--- src/rtl/deserializer_16_if.sv ---
// Serial-in / parallel-out bus between the bit-stream source and deserializer_16.
// master is the source side (drives the bit stream), slave is the deserializer.
interface deserializer_16_if;
    logic        in;
    logic [15:0] data;
    logic        data_valid;
    logic        sof;
    logic        locked;
    logic        sync_err;

    modport master (output in, input data, data_valid, sof, locked, sync_err);
    modport slave  (input in, output data, data_valid, sof, locked, sync_err);
endinterface

--- src/rtl/deserializer_16.sv ---
// Sync-word hunting deserializer: aligns an MSB-first bit stream on SYNC_WORD and
// emits FRAME_WORDS payload words per frame, verifying the trailing sync word.
module deserializer_16 #(
    parameter logic [15:0] SYNC_WORD   = 16'hF0A5,
    parameter int          FRAME_WORDS = 4
) (
    input  logic             clk,
    input  logic             rst,
    deserializer_16_if.slave bus
);
    typedef enum logic [1:0] {HUNT, PAYLOAD, CHECK} state_t;

    localparam logic [7:0] LAST_WORD = 8'(FRAME_WORDS - 1);

    // Only the 15 older bits are stored; the window always includes the live sample.
    logic [14:0] sr_q,       sr_d;
    logic [4:0]  fill_q,     fill_d;
    state_t      state_q,    state_d;
    logic [3:0]  bit_cnt_q,  bit_cnt_d;
    logic [7:0]  word_cnt_q, word_cnt_d;
    logic [15:0] data_q,     data_d;
    logic        data_valid_q, data_valid_d;
    logic        sof_q,      sof_d;
    logic        locked_q,   locked_d;
    logic        sync_err_q, sync_err_d;

    logic [15:0] window;
    logic        sync_hit;
    logic        word_done;

    assign window    = {sr_q, bus.in};
    assign sync_hit  = (window == SYNC_WORD);
    assign word_done = (bit_cnt_q == 4'd15);

    // NOTE: sequential state uses non-blocking assignments so every register
    // samples the pre-edge values; blocking here would create ordering races.
    always_ff @(posedge clk or posedge rst) begin
        if (rst) begin
            sr_q         <= '0;
            fill_q       <= '0;
            state_q      <= HUNT;
            bit_cnt_q    <= '0;
            word_cnt_q   <= '0;
            data_q       <= '0;
            data_valid_q <= 1'b0;
            sof_q        <= 1'b0;
            locked_q     <= 1'b0;
            sync_err_q   <= 1'b0;
        end else begin
            sr_q         <= sr_d;
            fill_q       <= fill_d;
            state_q      <= state_d;
            bit_cnt_q    <= bit_cnt_d;
            word_cnt_q   <= word_cnt_d;
            data_q       <= data_d;
            data_valid_q <= data_valid_d;
            sof_q        <= sof_d;
            locked_q     <= locked_d;
            sync_err_q   <= sync_err_d;
        end
    end

    // NOTE: every combinational output gets a default first, so no path can
    // leave it unassigned and infer a latch.
    always_comb begin
        sr_d       = window[14:0];
        fill_d     = (fill_q == 5'd16) ? fill_q : fill_q + 5'd1;
        state_d    = state_q;
        bit_cnt_d  = bit_cnt_q + 4'd1;
        word_cnt_d = word_cnt_q;
        unique case (state_q)
            HUNT: begin
                bit_cnt_d = '0;
                // 15 bits already held means this sample completes a full window.
                if (sync_hit && fill_q >= 5'd15) begin
                    state_d    = PAYLOAD;
                    word_cnt_d = '0;
                end
            end
            PAYLOAD: begin
                if (word_done) begin
                    word_cnt_d = word_cnt_q + 8'd1;
                    if (word_cnt_q == LAST_WORD) state_d = CHECK;
                end
            end
            CHECK: begin
                if (word_done) begin
                    if (sync_hit) begin
                        state_d    = PAYLOAD;
                        word_cnt_d = '0;
                    end else begin
                        state_d    = HUNT;
                    end
                end
            end
            default: state_d = HUNT;
        endcase
    end

    always_comb begin
        data_d       = data_q;
        data_valid_d = 1'b0;
        sof_d        = 1'b0;
        locked_d     = locked_q;
        sync_err_d   = 1'b0;
        unique case (state_q)
            HUNT: begin
                if (sync_hit && fill_q >= 5'd15) locked_d = 1'b1;
            end
            PAYLOAD: begin
                if (word_done) begin
                    data_d       = window;
                    data_valid_d = 1'b1;
                    sof_d        = (word_cnt_q == 8'd0);
                end
            end
            CHECK: begin
                if (word_done && !sync_hit) begin
                    sync_err_d = 1'b1;
                    locked_d   = 1'b0;
                end
            end
            default: locked_d = 1'b0;
        endcase
    end

    assign bus.data       = data_q;
    assign bus.data_valid = data_valid_q;
    assign bus.sof        = sof_q;
    assign bus.locked     = locked_q;
    assign bus.sync_err   = sync_err_q;
endmodule

--- src/flat_wrapper.sv ---
// flat-port wrapper written by rule: the top's interface ports become plain ports
module deserializer_16_flat 
#(
    parameter logic [15:0] SYNC_WORD   = 16'hF0A5,
    parameter int          FRAME_WORDS = 4
)
  (clk, rst, bus_in, bus_data, bus_data_valid, bus_sof, bus_locked, bus_sync_err);
  deserializer_16_if bus_i ();
  input  logic clk;
  input  logic rst;
  input wire logic [$bits(bus_i.in)-1:0] bus_in;
  output wire logic [$bits(bus_i.data)-1:0] bus_data;
  output wire logic [$bits(bus_i.data_valid)-1:0] bus_data_valid;
  output wire logic [$bits(bus_i.sof)-1:0] bus_sof;
  output wire logic [$bits(bus_i.locked)-1:0] bus_locked;
  output wire logic [$bits(bus_i.sync_err)-1:0] bus_sync_err;
  assign bus_i.in = bus_in;
  assign bus_data = bus_i.data;
  assign bus_data_valid = bus_i.data_valid;
  assign bus_sof = bus_i.sof;
  assign bus_locked = bus_i.locked;
  assign bus_sync_err = bus_i.sync_err;
  deserializer_16 #(.SYNC_WORD(SYNC_WORD), .FRAME_WORDS(FRAME_WORDS)) u_core (.clk(clk), .rst(rst), .bus(bus_i));
endmodule
--- config.mk ---
export PLATFORM = sky130hd
export DESIGN_NAME = deserializer_16_flat
export DESIGN_NICKNAME = d
export VERILOG_FILES = /design/src/rtl/deserializer_16_if.sv /design/src/rtl/deserializer_16.sv /design/src/flat_wrapper.sv
export SDC_FILE = /design/constraint.sdc
export NUM_CORES = 1
export LEC_CHECK = 0
export ABC_AREA = 1
export BUFFER_PORTS_ARGS = -buffer_cell sky130_fd_sc_hd__buf_4
export CAP_MARGIN = 20
export CORE_ASPECT_RATIO = 0.7
export CORE_MARGIN = 1
export CORE_UTILIZATION = 45
export DETAILED_ROUTE_END_ITERATION = 8
export PLACE_DENSITY = 0.66
export SETUP_SLACK_MARGIN = 0.3
export SLEW_MARGIN = 20
export SYNTH_ARGS = -nofsm -noshare
export SYNTH_HDL_FRONTEND = slang
export SYNTH_SLANG_ARGS = --single-unit
export TNS_END_PERCENT = 50
--- constraint.sdc ---
create_clock -name clk -period 1.4 [get_ports clk]
set_input_delay 0.14 -clock clk [delete_from_list [all_inputs] [get_ports clk]]
set_output_delay 0.14 -clock clk [all_outputs]
set_load 0.02 [all_outputs]
==> results of run 1 <==
==> how the worst max path moves through the flow <==
stage,startpoint,end,slack (ns),depth (start not counted)
floorplan,u_core.fill_q[0]$_DFFE_PP0P_,u_core.word_cnt_q[5]$_DFFE_PP0P_,-0.12,11
global placement,u_core.fill_q[1]$_DFFE_PP0P_,u_core.word_cnt_q[0]$_DFFE_PP0P_,-0.13,11
detailed placement,u_core.fill_q[1]$_DFFE_PP0P_,u_core.word_cnt_q[0]$_DFFE_PP0P_,-0.19,11
CTS,u_core.fill_q[1]$_DFFE_PP0P_,u_core.word_cnt_q[0]$_DFFE_PP0P_,-0.18,11
global route,u_core.fill_q[0]$_DFFE_PP0P_,u_core.word_cnt_q[2]$_DFFE_PP0P_,-0.35,11
finish,u_core.fill_q[0]$_DFFE_PP0P_,u_core.state_q[0]$_DFFE_PP0P_,-0.22,12
==> cells in the final DEF (no fill, tap or decap), drive strengths merged <==
| master | n |
|---|---|
| a21oi | 4 |
| buf | 44 |
| clkbuf | 6 |
| clkinv | 2 |
| clkinvlp | 1 |
| dfrtp | 54 |
| dlygate4sd3 | 2 |
| ha | 6 |
| inv | 26 |
| nand2 | 100 |
| nand3 | 15 |
| nand4 | 10 |
| nor2 | 23 |
| nor3 | 2 |
| nor3b | 1 |
| o21a | 1 |
| o21ai | 5 |
| xnor2 | 1 |
| xor2 | 3 |
==> metal layers <==
| metal | part of all wire | wire length, µm | vias to the layer above | GRT usage |
|---|---|---|---|---|
| li1 | - | - | 904 | - |
| met1 | 0.52 | 2390 | 826 | 0.295 |
| met2 | 0.43 | 1990 | 27 | 0.262 |
| met3 | 0.043 | 199 | 7 | 0.0555 |
| met4 | 0.0097 | 45 | 0 | 0.0423 |
| met5 | 0 | 0 | - | 0 |
==> kinds of logic after synthesis <==
logic type      after synthesis
simple gates                151
compound gates               10
flops                        54
fa+ha+maj                     6
buf+inv                      29
xor+xnor                      4
==> through the flow <==
| step | cell area (µm²) | hold slack (ns) | TNS [ns] | std cells | worst slack [ns] |
|---|---|---|---|---|---|
| 2_1_floorplan | 2370 | 0.171 | -1.08 | 254 | -0.116 |
| 3_3_place_gp | 2740 | 0.211 | -1.18 | 359 | -0.128 |
| 3_5_place_dp | 2740 | 0.213 | -1.81 | 359 | -0.190 |
| 4_1_cts | 2960 | 0.0500 | -1.78 | 370 | -0.183 |
| 5_1_grt | 3040 | 0.0628 | -3.51 | 375 | -0.352 |
| 6_report | 3040 | 0.0502 | -2.18 | 375 | -0.224 |
==> state kept, by name, summed over array words and instances (netlist names) <==
| signal | count |
|---|---|
| u_core.bus.data | 16 |
| u_core.word_cnt_q | 8 |
| u_core.bus.data_valid | 1 |
| u_core.bus.sync_err | 1 |
| u_core.sr_q | 15 |
| u_core.bit_cnt_q | 4 |
| u_core.bus.sof | 1 |
| u_core.state_q | 2 |
| u_core.fill_q | 5 |
| u_core.bus.locked | 1 |
==> timing repair <==
item,4_1_cts,5_1_grt
pin swaps,32,17
buffers inserted,1,5
hold buffers,2,0
endpoints found under the setup margin,34,36
gates resized for setup,30,14
hold endpoints to repair,55,0
==> Yosys cell counts <==
cell type | n | area share
nand2_1 | 94 | 0.15
dfrtp_1 | 54 | 0.57
inv_1 | 22 | 0.035
nor2_1 | 20 | 0.032
nand3_1 | 11 | 0.023
nand4_1 | 10 | 0.027
ha_1 | 6 | 0.032
inv_2 | 4 | 0.0064
nand2_2 | 4 | 0.011
a21oi_1 | 3 | 0.0064
o21ai_0 | 3 | 0.0064
xor2_1 | 3 | 0.011
nand2_4 | 2 | 0.0096
nand3_2 | 2 | 0.0085
nand3_4 | 2 | 0.015
nor2_4 | 2 | 0.0096
o21ai_1 | 2 | 0.0042
a21oi_2 | 1 | 0.0037
buf_2 | 1 | 0.0021
buf_8 | 1 | 0.0064
inv_6 | 1 | 0.0037
nor2_8 | 1 | 0.0085
nor3_1 | 1 | 0.0021
nor3_2 | 1 | 0.0042
nor3b_1 | 1 | 0.0032
o21a_1 | 1 | 0.0032
xnor2_1 | 1 | 0.0037
==> critical path: stages, from the launching register on <==
cell and delay, ns:
dfrtp_1 0.37, ha_2 0.19, inv_2 0.05, nor3_2 0.14
ha_2 0.19, nor2_1 0.03, nand2_1 0.08, nand3_2 0.08
nand2_4 0.12, buf_4 0.13, nand2_4 0.05, nand2_2 0.05
nand2_1 0.04
==> power by group <==
part / switching, W / leakage (nW) / internal [W]
sequential: 0.000109 / 0.704 / 0.00166
clock: 0.000516 / 0.0514 / 0.000408
combinational: 0.000533 / 0.808 / 0.000355
total: 0.00116 / 1.56 / 0.00242
==> layout make-up <==
cell class	instances	area (µm²)	share of cell area
multi-input combinational	171	1000	0.330
clock buffer	6	82.6	0.0272
tap	69	86.3	0.0284
clock inverter	2	17.5	0.00576
timing repair buffer	46	385	0.127
inverter	27	115	0.0379
sequential	54	1350	0.444
==> results.cfg, run 1 <==
[run_status]
status = finished, violations left
violations = negative setup slack

[cts]
cts_sinks = 54
h-tree-depth = 2
clock-root-buffer = clkbuf_8
clk_path_buf_depth = 2
clk_pin_slew_worst_paths_ns = 0.10
clock_latency_ns = 0.31
cts_made_buffers = 5
tritoncts = done

[final_layout]
drive_gt1_frac = 0.343
fin_util = 0.619
fill_cells = 428
diodes = 0
fin_nets = 314
area_growth_pct = 29.0

[worst_setup_path]
r2r-end = u_core.state_q[0]$_DFFE_PP0P_
r2r_start = u_core.fill_q[0]$_DFFE_PP0P_
critPathMaxFanout = 5
worst_r2r_path_depth = 12
required_ns = 1.61
r2r_slack_ns = -0.22
arrival_ns = 1.83
cp-end-kind = flop
cp-start-kind = flop
crit_type = flop to flop

[sta]
setup-violations-final = 11
setup_ws_ns = -0.224
relSlewSlack = 0.709
tightest_slew_ns = 0.436
min_period_ns = 1.62
period_share = 1.16
finClkSkew_ns = 0.00784
hold_viol_final = 0
clock.fmax_ghz = 0.616
finalMaxSlewViolations = 0
rsz0062_at_grt = yes

[synthesis]
synth_top_family_by_area = simple AND/OR/NAND/NOR gates
synth-seq-area-share = 0.573
synth_cells = 254
ys_warn_count = 0
syn_avg_cell_area_um2 = 9.28
yosysUniqueCellTypes = 27
synth_seq_cells = 54
synth-compound-area-share = 0.0239
synthSimpleGateAreaFrac = 0.303
synthAdderAreaFrac = 0.0318
synth_nets = 263
synth_area_mm2 = 0.00236
synthXorXnorAreaFrac = 0.0149
synthMuxAreaShare = 0

[power_and_ir_drop]
ir_drop_mv = 0.643
powerDensity_mw_per_mm2 = 1180
total_leakage_power_nw = 1.56
power_w = 0.00358

[floorplan]
start_util = 0.480
die_area_mm2 = 0.00554
die_w_um = 88.5
rows = 21
boundaryPins = 23
fp.coreArea_mm2 = 0.00491
die_h_um = 62.6

[grt]
grt_pass1_wl_mm = 7.91
grt_start_max_net_pins = 36
antenna_found_initial = 0
grt_pass1_vias = 1636
grt.overflow.total = 0
grt.total_usage = 0.190

[route]
wire_per_inst_um = 12.3
drtPass1Iterations = 4
drc_errors = 0
ant_nets = 0
drt_iter0_markers = 81
avgViaCountPerCell = 4.70
totalWireLength_mm = 4.62
vias = 1764

[placement]
post-dp-hpwl_mm = 3.17
io_buffers = 22
place.gp.congestion = 0.844

[worst_hold_path]
hold_depth = 3
worst_hold_startpoint = bus_in
holdPathEnd = u_core.bus.data[0]$_DFFE_PP0P_
hp-class = input port to flop

[job]
maxCapViolations = 0
Note: power is estimated with default switching activity, not from simulation.
==> run 2: changes to the inputs <==
--- a/config.mk
+++ b/config.mk
@@ -12,6 +12,7 @@
 export CORE_MARGIN = 1
 export CORE_UTILIZATION = 45
 export DETAILED_ROUTE_END_ITERATION = 8
+export GPL_TIMING_DRIVEN = 0
 export PLACE_DENSITY = 0.66
 export SETUP_SLACK_MARGIN = 0.3
 export SLEW_MARGIN = 20
==> results.cfg, run 2 (synthesized netlist as in run 1, its figures left out) <==
[placement]
place.gp.congestion = 0.801
io_buffers = 22
post-dp-hpwl_mm = 2.96

[sta]
setup_ws_ns = -0.247
rsz0062_at_grt = yes
tns_ns = -2.50
tightest_slew_ns = 0.519
period_share = 1.18
hold_viol_final = 0
clock.fmax_ghz = 0.607
setup-violations-final = 11
finalMaxSlewViolations = 0
finClkSkew_ns = 0.00614
min_period_ns = 1.65
relSlewSlack = 0.653

[worst_setup_path]
r2r_start = u_core.fill_q[1]$_DFFE_PP0P_
cp-end-kind = flop
crit_type = flop to flop
arrival_ns = 1.84
critPathMaxFanout = 8
worst_r2r_path_depth = 11
max_stage_delay_ns = 0.38
r2r_slack_ns = -0.25
required_ns = 1.59
path_cells = ha_2 > inv_2 > nor3_4 > ha_2 > nor2_1 > nand2_1 > nand3_2 > nand2_4 > nand3_4 > nand2_1 > nand2_1
crit_top_cell = nand2_1
r2r-end = u_core.word_cnt_q[2]$_DFFE_PP0P_
cp-start-kind = flop
crit_slowest_cell = dfrtp_1

[cts]
h-tree-depth = 2
clock_latency_ns = 0.30
tritoncts = done
cts_made_buffers = 5
clk_pin_slew_worst_paths_ns = 0.09
clock-root-buffer = clkbuf_8
clk_path_buf_depth = 2
cts_sinks = 54

[final_layout]
fin_util = 0.653
fill_cells = 417
regArea_mm2 = 0.00135
final_cell_mix = nand2_1, dfrtp_1, buf_4, nand2_2, nor2_1
drive_gt1_frac = 0.363
diodes = 0
area_growth_pct = 36.1
multiInputGateArea_mm2 = 0.00102
fin_nets = 322
layout_commonest_cell = nand2_1
largest_register_ffs = 16

[worst_hold_path]
hp-class = input port to flop
holdPathEnd = u_core.bus.data[0]$_DFFE_PP0P_
hold_depth = 3
worst_hold_startpoint = bus_in

[grt]
grt.overflow.total = 0
grt_pass1_wl_mm = 8.19
grt_start_max_net_pins = 34
grt.total_usage = 0.192
antenna_found_initial = 0
grt_pass1_vias = 1745

[power_and_ir_drop]
power_w = 0.00362
ir_drop_mv = 0.426
power_frac_seq = 0.494
power_frac_clock = 0.282
powerDensity_mw_per_mm2 = 1130
p_int_w = 0.00249
p_sw_w = 0.00113
total_leakage_power_nw = 1.68
comb_power_share = 0.224
switching_share = 0.312

[floorplan]
rows = 21
die_h_um = 62.6
die_area_mm2 = 0.00554
fp.coreArea_mm2 = 0.00491
start_util = 0.480
boundaryPins = 23
die_w_um = 88.5

[route]
ant_nets = 0
drtPass1Iterations = 4
vias = 1859
totalWireLength_mm = 4.93
drt_iter0_markers = 59
wire_per_inst_um = 12.9
drc_errors = 0
avgViaCountPerCell = 4.85

[run_status]
status = finished, violations left
violations = negative setup slack

[job]
maxCapViolations = 0
run 2: worst max-delay path: cells and delay by family, from the launching register on:
kind	cells	cell delay (ns)
buffers and inverters	1	0.05
adder cells (fa/ha/maj)	2	0.37
flip-flops	1	0.38
AND/OR/NAND/NOR	8	0.75
run 2: metal layers:
layer,share of wire,track usage,vias to the layer above
met4,0.0077,0.0524,0
met3,0.036,0.0396,4
met1,0.51,0.295,907
met5,0,0,-
li1,-,-,913
met2,0.44,0.274,35
run 2: area by class of cell:
cell class,count,area share
sequential,54,0.421
buffer,2,0.00936
multi-input combinational,172,0.318
clock buffer,5,0.0215
tap,69,0.0269
timing repair buffer,51,0.156
inverter,27,0.0343
clock inverter,3,0.0125
run 2: worst max-delay path by stage:
| stage | from | end | cells past startpoint |
|---|---|---|---|
| global route | u_core.fill_q[1]$_DFFE_PP0P_ | u_core.word_cnt_q[5]$_DFFE_PP0P_ | 11 |
| CTS | u_core.fill_q[1]$_DFFE_PP0P_ | u_core.word_cnt_q[4]$_DFFE_PP0P_ | 11 |
| finish | u_core.fill_q[1]$_DFFE_PP0P_ | u_core.word_cnt_q[2]$_DFFE_PP0P_ | 11 |
| global placement | u_core.fill_q[0]$_DFFE_PP0P_ | u_core.word_cnt_q[2]$_DFFE_PP0P_ | 11 |
| floorplan | u_core.fill_q[0]$_DFFE_PP0P_ | u_core.word_cnt_q[5]$_DFFE_PP0P_ | 11 |
| detailed placement | u_core.fill_q[0]$_DFFE_PP0P_ | u_core.word_cnt_q[4]$_DFFE_PP0P_ | 11 |
run 2: per-stage QoR:
step                      instance area (µm²)  instances  hold WS, ns  setup WS, ns
after global routing                     3210        383       0.0711        -0.379
after floorplan                          2370        254        0.171        -0.116
after detailed placement                 2640        346        0.211        -0.347
after CTS                                3070        377       0.0552        -0.245
after global placement                   2620        345        0.274        -0.293
final                                    3210        383       0.0766        -0.247
run 2: what timing repair did:
item	in CTS	in global routing
gates cloned	3	0
setup endpoints to repair	33	34
pin swaps	15	19
hold buffers	2	0
endpoints found under the hold margin	22	0
gates resized for setup	23	28
setup buffers	18	6
run 2: power groups by stage:
| stage | clock network, W | logic (W) | registers (W) |
|---|---|---|---|
| finish | 0.00102 | 0.000811 | 0.00179 |
| global route | 0.00111 | 0.000905 | 0.00180 |
| CTS | 0.00105 | 0.000742 | 0.00178 |
| detailed placement | 0 | 0.000638 | 0.00180 |
| global placement | 0 | 0.000613 | 0.00180 |
| floorplan | 0 | 0.000510 | 0.00178 |
==> run 3: changes to the inputs <==
--- a/config.mk
+++ b/config.mk
@@ -14,9 +14,10 @@
 export DETAILED_ROUTE_END_ITERATION = 8
 export GPL_TIMING_DRIVEN = 0
 export PLACE_DENSITY = 0.66
+export RECOVER_POWER = 100
 export SETUP_SLACK_MARGIN = 0.3
 export SLEW_MARGIN = 20
 export SYNTH_ARGS = -nofsm -noshare
 export SYNTH_HDL_FRONTEND = slang
 export SYNTH_SLANG_ARGS = --single-unit
-export TNS_END_PERCENT = 50
+export TNS_END_PERCENT = 10
==> results.cfg, run 3 (synthesized netlist as in run 1, its figures left out) <==
[grt]
grt_start_max_net_pins = 55
grt.overflow.total = 0
grt_pass1_vias = 1617
antenna_found_initial = 0
grt.total_usage = 0.174
grt_pass1_wl_mm = 7.41

[route]
drtPass1Iterations = 4
ant_nets = 0
vias = 1683
totalWireLength_mm = 4.16
drc_errors = 0
avgViaCountPerCell = 4.68
drt_iter0_markers = 86
wire_per_inst_um = 11.6

[power_and_ir_drop]
powerDensity_mw_per_mm2 = 1230
total_leakage_power_nw = 1.36
ir_drop_mv = 0.585

[floorplan]
fp.coreArea_mm2 = 0.00491
die_w_um = 88.5
die_h_um = 62.6
rows = 21
boundaryPins = 23
die_area_mm2 = 0.00554
start_util = 0.480

[run_status]
status = finished, violations left
violations = negative setup slack

[final_layout]
drive_gt1_frac = 0.144
diodes = 0
fin_nets = 299
fin_cells = 360
final_cell_mix = nand2_1, dfrtp_1, clkbuf_1, inv_1, nor2_1
fin_area_mm2 = 0.00270
largest_register_ffs = 16
area_growth_pct = 14.5
fin_util = 0.550
layout_commonest_cell = nand2_1

[worst_hold_path]
hold_depth = 3
hp-class = input port to flop

[sta]
holdWs_ns = 0.0845
period_share = 1.16
setup_ws_ns = -0.229
setup-violations-final = 21
rsz0062_at_grt = yes
hold_viol_final = 0
relSlewSlack = 0.566
tns_ns = -2.40
min_period_ns = 1.63
finalMaxSlewViolations = 0
finClkSkew_ns = 0.00696
tightest_slew_ns = 0.652
clock.fmax_ghz = 0.614

[placement]
dpl-instance-area_mm2 = 0.00262
post-dp-hpwl_mm = 2.92
dp_cells = 345
io_buffers = 22
place.gp.congestion = 0.815

[cts]
clock_latency_ns = 0.30
cts_sinks = 54
clk_pin_slew_worst_paths_ns = 0.10
clk_path_buf_depth = 2
tritoncts = done
cts_made_buffers = 5
clock-root-buffer = clkbuf_8
h-tree-depth = 2

[job]
maxCapViolations = 0

[worst_setup_path]
arrival_ns = 1.83
worst_r2r_path_depth = 11
critPathMaxFanout = 8
crit_type = flop to flop
required_ns = 1.60
cp-start-kind = flop
cp-end-kind = flop
-- run 3: cell type report --
class                      count  area [µm²]
fill                         483        2210
timing repair buffer          29         140
multi-input combinational    171         897
sequential                    54        1350
buffer                         2        22.5
tap                           69        86.3
clock buffer                   5        68.8
inverter                      27         109
clock inverter                 3        25.0
-- run 3: final timing paths --
check | start | endpoint | slack (ns)
min in group asynchronous | rst | u_core.word_cnt_q[4]$_DFFE_PP0P_ | 0.46
worst min register to register | u_core.sr_q[3]$_DFF_PP0_ | u_core.sr_q[4]$_DFF_PP0_ | 0.41
max in group asynchronous | rst | u_core.bus.sync_err$_DFF_PP0_ | 0.50
worst min-delay path | bus_in | u_core.bus.data[0]$_DFFE_PP0P_ | 0.08
worst max register to register | u_core.fill_q[0]$_DFFE_PP0P_ | u_core.word_cnt_q[7]$_DFFE_PP0P_ | -0.23
worst max-delay path | u_core.fill_q[0]$_DFFE_PP0P_ | u_core.word_cnt_q[7]$_DFFE_PP0P_ | -0.23
-- run 3: worst max-delay path, cell delays in order, from the launching register on --
cell	delay [ns]
dfrtp_1	0.37
ha_2	0.19
inv_2	0.04
nor3_2	0.11
ha_2	0.18
nor2_1	0.03
nand2_1	0.11
nand3_2	0.10
nand2_4	0.13
nand3_4	0.13
nand2_2	0.10
nand2_2	0.04
-- run 3: where the power goes --
part / leakage, nW / internal, W / switching [W]
Sequential: 0.704 / 0.00166 / 0.000114
Clock: 0.0447 / 0.000362 / 0.000517
Combinational: 0.611 / 0.000227 / 0.000451
-- run 3: metrics by stage --
step	total power (W)	setup WS [ns]
2_1_floorplan	0.00229	-0.116
3_3_place_gp	0.00242	-0.766
3_5_place_dp	0.00243	-0.357
4_1_cts	0.00337	-0.250
5_1_grt	0.00357	-0.395
6_report	0.00333	-0.229
-- run 3: what timing repair did --
action                                  in CTS  in global routing
endpoints found under the hold margin       55                  0
pin swaps                                   11                  7
resized for setup                            3                  3
hold buffers                                 2                  0
buffers inserted                             4                  1
endpoints found under the setup margin      34                 34
-- run 3: per-layer routing --
metal | share of wire | GRT usage | vias to the layer above
li1 | - | - | 866
met1 | 0.52 | 0.262 | 786
met5 | 0 | 0 | -
met2 | 0.43 | 0.248 | 27
met3 | 0.045 | 0.0462 | 4
met4 | 0.0079 | 0.0423 | 0
